### src/rtl/grid_check_ctrl.sv
`default_nettype none
// ============================================================================
//  Module   : grid_check_ctrl
//  Purpose  : Serial 3x3 Sudoku box checker. Nine 4-bit digits are loaded
//             over a valid/ready handshake, then scanned one per cycle for
//             range (1..9) and duplicate violations. Pass/fail, the error
//             class and the index of the first offending digit are held
//             until the next accepted start.
//  Config   : `define CHECK_DUP_EN enables duplicate detection (9-bit seen
//             mask). When undefined only the range check is performed and
//             err_code 2'b10 is never produced; latency is unchanged.
//  Revision : 1.0 - initial release
// ============================================================================
module grid_check_ctrl #(
  parameter int NUM_DIGITS = 9
) (
  input  logic       clock,
  input  logic       reset_L,
  input  logic       start,
  input  logic [3:0] digit_in,
  input  logic       digit_valid,
  output logic       digit_ready,
  output logic       busy,
  output logic       done,
  output logic       grid_valid,
  output logic [1:0] err_code,
  output logic [3:0] err_index
);

  localparam logic [1:0] S_IDLE = 2'd0;
  localparam logic [1:0] S_LOAD = 2'd1;
  localparam logic [1:0] S_SCAN = 2'd2;
  localparam logic [1:0] S_DONE = 2'd3;

  localparam logic [1:0] ERR_NONE  = 2'b00;
  localparam logic [1:0] ERR_RANGE = 2'b01;
  localparam logic [1:0] ERR_DUP   = 2'b10;

  localparam logic [3:0] LAST_IDX  = 4'(NUM_DIGITS - 1);
  localparam logic [3:0] MAX_DIGIT = 4'(NUM_DIGITS);

  logic [1:0] state;
  logic [1:0] next_state;
  logic [3:0] load_cnt;
  logic [3:0] scan_idx;
  logic [3:0] slots [NUM_DIGITS];

  logic [3:0] cur_digit;
  logic       range_err;
  logic       dup_err;
  logic       scan_err;
  logic       scan_last;
  logic       load_last;
  logic       load_fire;
  logic       start_fire;

  // Digit under examination and the per-cycle verdict for it.
  assign cur_digit  = slots[scan_idx];
  assign range_err  = (cur_digit == 4'd0) || (cur_digit > MAX_DIGIT);
  assign scan_err   = range_err || dup_err;
  assign scan_last  = (scan_idx == LAST_IDX);
  assign load_last  = (load_cnt == LAST_IDX);
  assign load_fire  = (state == S_LOAD) && digit_valid;
  assign start_fire = (state == S_IDLE) && start;

`ifdef CHECK_DUP_EN
  logic [NUM_DIGITS-1:0] seen;
  logic [NUM_DIGITS-1:0] digit_hot;

  // One-hot decode of the current digit; stays all-zero when out of range so
  // an invalid digit can never mark or match the seen mask.
  always_comb begin
    digit_hot = '0;
    for (int i = 0; i < NUM_DIGITS; i++) begin
      digit_hot[i] = (cur_digit == 4'(i + 1));
    end
  end

  assign dup_err = |(seen & digit_hot);

  // Seen mask: cleared on a new check, accumulates each clean scanned digit.
  always_ff @(posedge clock or negedge reset_L) begin
    if (!reset_L) begin
      seen <= '0;
    end else if (start_fire) begin
      seen <= '0;
    end else if ((state == S_SCAN) && !scan_err) begin
      seen <= seen | digit_hot;
    end
  end
`else
  assign dup_err = 1'b0;
`endif

  // State register.
  always_ff @(posedge clock or negedge reset_L) begin
    if (!reset_L) begin
      state <= S_IDLE;
    end else begin
      state <= next_state;
    end
  end

  // Next-state logic: a check ends at the first error or after the last slot.
  always_comb begin
    next_state = state;
    case (state)
      S_IDLE:  if (start) next_state = S_LOAD;
      S_LOAD:  if (digit_valid && load_last) next_state = S_SCAN;
      S_SCAN:  if (scan_err || scan_last) next_state = S_DONE;
      S_DONE:  next_state = S_IDLE;
      default: next_state = S_IDLE;
    endcase
  end

  // Handshake and status outputs decoded from the current state.
  always_comb begin
    digit_ready = (state == S_LOAD);
    busy        = (state != S_IDLE);
    done        = (state == S_DONE);
  end

  // Digit storage; cleared on reset so an aborted load leaves nothing behind.
  always_ff @(posedge clock or negedge reset_L) begin
    if (!reset_L) begin
      for (int i = 0; i < NUM_DIGITS; i++) begin
        slots[i] <= 4'd0;
      end
    end else if (load_fire) begin
      slots[load_cnt] <= digit_in;
    end
  end

  // Load and scan counters.
  always_ff @(posedge clock or negedge reset_L) begin
    if (!reset_L) begin
      load_cnt <= 4'd0;
      scan_idx <= 4'd0;
    end else if (start_fire) begin
      load_cnt <= 4'd0;
      scan_idx <= 4'd0;
    end else if (load_fire) begin
      load_cnt <= load_cnt + 4'd1;
    end else if ((state == S_SCAN) && !scan_err && !scan_last) begin
      scan_idx <= scan_idx + 4'd1;
    end
  end

  // Result registers: cleared by an accepted start, written only on the
  // transition into DONE, otherwise held.
  always_ff @(posedge clock or negedge reset_L) begin
    if (!reset_L) begin
      grid_valid <= 1'b0;
      err_code   <= ERR_NONE;
      err_index  <= 4'd0;
    end else if (start_fire) begin
      grid_valid <= 1'b0;
      err_code   <= ERR_NONE;
      err_index  <= 4'd0;
    end else if (state == S_SCAN) begin
      if (range_err) begin
        err_code  <= ERR_RANGE;
        err_index <= scan_idx;
      end else if (dup_err) begin
        err_code  <= ERR_DUP;
        err_index <= scan_idx;
      end else if (scan_last) begin
        grid_valid <= 1'b1;
      end
    end
  end

endmodule
`default_nettype wire

### config.mk
export PLATFORM = sky130hd
export DESIGN_NAME = grid_check_ctrl
export DESIGN_NICKNAME = d
export VERILOG_FILES = /design/src/rtl/grid_check_ctrl.sv
export SDC_FILE = /design/constraint.sdc
export NUM_CORES = 1
export LEC_CHECK = 0
export ABC_CLOCK_PERIOD_IN_PS = 5500
export BUFFER_PORTS_ARGS = -buffer_cell sky130_fd_sc_hd__buf_2
export CORE_UTILIZATION = 49
export DETAILED_ROUTE_END_ITERATION = 10
export GPL_ROUTABILITY_DRIVEN = 0
export PLACE_DENSITY = 0.75
export SLEW_MARGIN = 20
export SYNTH_ARGS = -nofsm -noshare
export SYNTH_HDL_FRONTEND = slang
export SYNTH_SLANG_ARGS = --single-unit
### constraint.sdc
create_clock -name clock -period 5.5 [get_ports clock]
set_input_delay 0.825 -clock clock [delete_from_list [all_inputs] [get_ports clock]]
set_output_delay 0.825 -clock clock [all_outputs]
set_load 0.02 [all_outputs]
; ---- Word-level counts from Yosys, hierarchy flattened
; Index checks and enable logic that the tools add are counted.
[word_totals]
reg_bits = 53
input_bits = 8
out_inout_bits = 10
wordCells = 80
[classes]
add_sub_neg = 2
magnitude_cmp = 4
n_eq_ne = 10
muxes = 25
bitwise_logic = 2
reduce_logical = 22
[op_table]
columns = cell, n
row1 = 4-bit 2-to-1 mux, 11
row2 = 36-bit bitwise mux, 1
row3 = 4-bit binary-select mux with 4-bit select, 1
row4 = 4-bit demux with 4-bit select, 1
row5 = 2-bit 2-to-1 mux, 6
row6 = 2-bit nonzero test, 6
row7 = "5-bit >= comparator, second input constant", 2
row8 = 4-bit NOT with 5-bit output, 2
row9 = "4-bit by 1-bit adder with 4-bit output, second input constant", 2
row10 = "4-bit == test, second input constant", 2
row11 = 2-bit one-hot mux with 4 select lines, 1
row12 = 1-bit logical AND, 6
row13 = "2-bit by 1-bit != test with 1-bit output, second input constant", 3
row14 = 3-bit AND reduction, 2
row15 = "5-bit by 1-bit < comparator with 1-bit output, second input constant", 1
row16 = "2-bit == test, second input constant", 2
row17 = "4-bit > comparator, second input constant", 1
row18 = 4-bit zero test, 1
row19 = 1-bit 2-to-1 mux, 4
row20 = "2-bit != test, second input constant", 2
row21 = 2-bit AND reduction, 2
row22 = "2-bit by 1-bit == test with 1-bit output, second input constant", 1
row23 = 1-bit zero test, 2
row24 = 2-bit zero test, 1
row25 = 1-bit logical OR, 2

; ---- Logic depth before layout (Yosys ltp)
[logic_depth]
word_depth = 12
ltp_mapped = 9

; ---- Worst setup path after synthesis
; Ideal clock, no wire load.
[synth_path]
kind = register to register
start = register scan_idx[0]
end = register state[1]
setup_ps = 125
arrival_ps = 2110
t_required_ps = 5375
path_slack_ps = 3265
path_stages_with_launch = 8
path_buffers = 0
path_cell_list = dfrtp_1 -> mux4_1 -> nor2_1 -> o31ai_2 -> a211oi_2 -> mux2i_2 -> a31oi_1 -> mux2_4
[synth_between]
elab_chain_cells = 9
[synth_lines]
columns = element, line_no
row1 = "start, declared", 45  ; logic [3:0] scan_idx;
row2 = "start signal, assigned", 145  ; scan_idx <= scan_idx + 4'd1;
row3 = 4-bit NOT with 5-bit output (not written as such), 58  ; assign cur_digit = slots[scan_idx];
row4 = 4-bit binary-select mux with 4-bit select, 58
row5 = 4-bit 2-to-1 mux (not written as such) (2 in a row), 58
row6 = 4-bit > comparator / 4-bit zero test (equally long branches), 59  ; assign range_err = (cur_digit == 4'd0) || (cur_digit > MAX_DIGIT);
row7 = 1-bit logical OR, 59
row8 = 1-bit logical OR (*), 110  ; S_SCAN: if (scan_err || scan_last) next_state = S_DONE;
row9 = 2-bit != test (no line) (*), -
row10 = 3-bit AND reduction (no line) (*), -
row11 = "end signal, assigned", 100  ; state <= next_state;
row12 = "end, declared", 42  ; logic [1:0] state;
; Mark *: on every way between the ends. The rest lies on a longest branch, timed or not. The select of a mux whose other input is x is not followed.
; A chain may end at the register's enable or synchronous reset.

; ---- Worst setup path after layout
; Same ends and word-level chain as after synthesis.

==> run summary <==
Pin slew with the least headroom to its limit = 0.655 ns
Fin cells = 302
Placed Area = 0.00272 mm²
Finished layout cell area = 0.00284 mm²
Vias/cell = 5.50
Top Usage Layer GRT = met2
Worst path slowest cell = dfrtp_1
Fill cells = 456
Setup TNS = 0 ns
Initial drt markers = 80
Synth Cell Area = 0.00259 mm²
Drt wl/cell = 15.9 µm
Number of global-route vias before repair = 1,663
Status = finished, final reports clean
CTS Buf Count = 5
CP cell instances = mux4_1 > nor2_1 > o31ai_2 > a211oi_2 > mux2i_2 > a31oi_1 > mux2_4
Post-route ant nets = 0
Post-cts sizing count = 0
Setup bufs post-CTS = 0
Met3 usage = 3.75%
Max FO, Critical Path = 15
Overall global routing resource usage = 20.3%
Core Region = 0.00511 mm²
CP required = 5.70 ns
CTS tree = built
Power Total = 1.46 mW
Register area share after synthesis = 50.3%
RSZ-0062 raised after global routing = no
Initial Util = 50.7%
Delay-heaviest family, CP = multiplexers
Synth Register Bits = 52
R2R depth = 7
Relative slew slack = 56.3%
Cell Rows = 26
Setup CP Type = reg -> reg
Post-synth ARST share = 100%
Synth Flop Type = dfrtp_1
Hold slack = 0.497 ns
Multi-input logic area = 0.00120 mm²
Yosys warns = 0
Drt total wl = 4.81 mm
Fin. max-slew vios = 0
Worst path depth = 7
Buffers on Ports = 16
WP buf/inv = 0
Synth cell types = 44
Hold Path Depth = 1
Via Count = 1,661
Synth Instances = 216
GRT Residual Overflow = 0
Max Cap Violations = 0
Slowest stage delay, CP = 0.74 ns
Ranking of synthesized cells by area = dfrtp_1, mux2_2, ha_1
Min Tclk post-route = 2.68 ns
# nets final = 250
Fin Clk Skew = 0.00387 ns
Mapped Nets = 235
Critical path launch point type = flop
Worst-Skew Late Latency = 0.30 ns
GR met2 Demand/Resource = 32.2%
Antenna diode count = 0
Worst-path clk slew = 0.09 ns
Die area = 0.00558 mm²
Leakage dissipation = 1.38 nW
CTS Sinks = 52
Cts hold-fix bufs = 0
Cells after DPL = 294
Reg area = 0.00130 mm²
Die width = 74.7 µm
Largest net degree at the start of global routing = 53
I/O pin cnt = 18
Grt met1 use = 27.5%
Area grow syn2layout = 9.76%
Maximum clock path buffer count = 2
Antenna violations before repair = 0
Hold crit path type = reg -> reg
Detail Placement HPWL = 3.40 mm
Die height = 74.7 µm
EDFF count, synth = 0
First-pass GRT wire length = 8.26 mm
Worst Setup End Kind = flop
Layout cells sized above 1 = 32.3%
Post-synth top area cell = dfrtp_1
Period utilization = 48.7%
Yosys top cell area share = 50.3%
DRC = 0
Maximum vdd ir drop = 0.000213 V
Arr. time, crit path = 2.88 ns
Clock H-tree levels = 2
Syn_area_per_cell = 12.0 µm²
PD cells = 512 mW/mm²
Fin. Hold Viols = 0
# setup viols final = 0
CTS root buffer = clkbuf_8
Iteration count of the initial detailed-routing pass = 4
Fmax = 373 MHz
-- per-layer routing --
metal	wire length, µm	part of all wire, %
met5	0	0
met4	102	2.1
met3	102	2.1
met2	2370	49
met1	2240	46
-- cells in the mapped netlist (all sizes together) (2+ instances only) --
master / number
nand2: 27
o21ai: 5
or3: 2
inv: 10
xor2: 2
buf: 5
o22ai: 2
clkbuf: 4
mux2i: 7
and2: 2
mux2: 41
dfrtp: 52
a31oi: 3
a21oi: 2
nor4b: 3
nor2: 12
mux4: 2
or2: 2
nor3: 5
ha: 11
-- state kept, by name, summed over array words and instances (netlist names) --
| name | count |
|---|---|
| slots | 36 |
| err_index | 4 |
| load_cnt | 4 |
| scan_idx | 4 |
| state | 2 |
| err_code | 1 |
| grid_valid | 1 |
-- through the flow --
step | utilization, % | worst slack [ns]
6_report | 55.6 | 2.82
2_1_floorplan | - | 3.27
3_3_place_gp | 53.2 | 2.87
3_5_place_dp | 53.2 | 2.82
4_1_cts | 55.6 | 2.80
5_1_grt | 55.6 | 2.61
-- cell families (layout without fill, tap and decap cells) --
family          count (synthesis)  count (layout)  synth area share (%)
compound gates                 19              19                  5.22
buf+inv                        19              35                  3.33
other cells                     1               1                 0.145
mux                            50              50                  22.7
simple gates                   61              61                  12.0
fa+ha+maj                      11              11                  5.32
flops                          52              52                  50.3
xor+xnor                        3               3                  1.02
-- layout make-up --
cell class	count	share of cell area, %
flip-flops and latches	52	45.8
multi-input cells	145	42.3
inverters	10	1.32
repair buffers	17	3.08
clock inverters	1	1.06
clock buffers	7	3.39
well taps	70	3.08
-- power by group --
part | internal [mW] | total (mW) | switching, mW
registers | 0.501 | 0.609 | 0.108
clock network | 0.161 | 0.283 | 0.123
logic | 0.280 | 0.564 | 0.283
-- layout by cell type (no fill, tap or decap), types with 2 or more instances in the layout --
cell type  count
dfrtp_1       52
mux2_2        40
nand2_1       27
buf_2         16
nor2_1        12
ha_1          11
inv_1         10
clkbuf_8       7
mux2i_1        6
nor3_1         5
o21ai_0        5
a31oi_1        3
o22ai_1        2
nor4b_2        2
or3_1          2
and2_1         2
xor2_1         2
a21oi_1        2
-- worst reg2reg max path, delay by kind of cell (launching register included) --
kind,cells,cell delay [ns]
AO/OA/AOI/OAI,3,0.60
flip-flops,1,0.74
multiplexers,3,1.10
AND/OR/NAND/NOR,1,0.13
-- worst paths after layout --
check,from,end,slack (ns)
max in group asynchronous,reset_L,load_cnt[2],4.44
hold / removal,err_code[0],err_code[0],0.50
setup / recovery,scan_idx[0],state[1],2.82
setup reg to reg,scan_idx[0],state[1],2.82
hold reg to reg,err_code[0],err_code[0],0.50
min in group asynchronous,reset_L,scan_idx[0],0.62
Power figures use the tool's default switching activity.
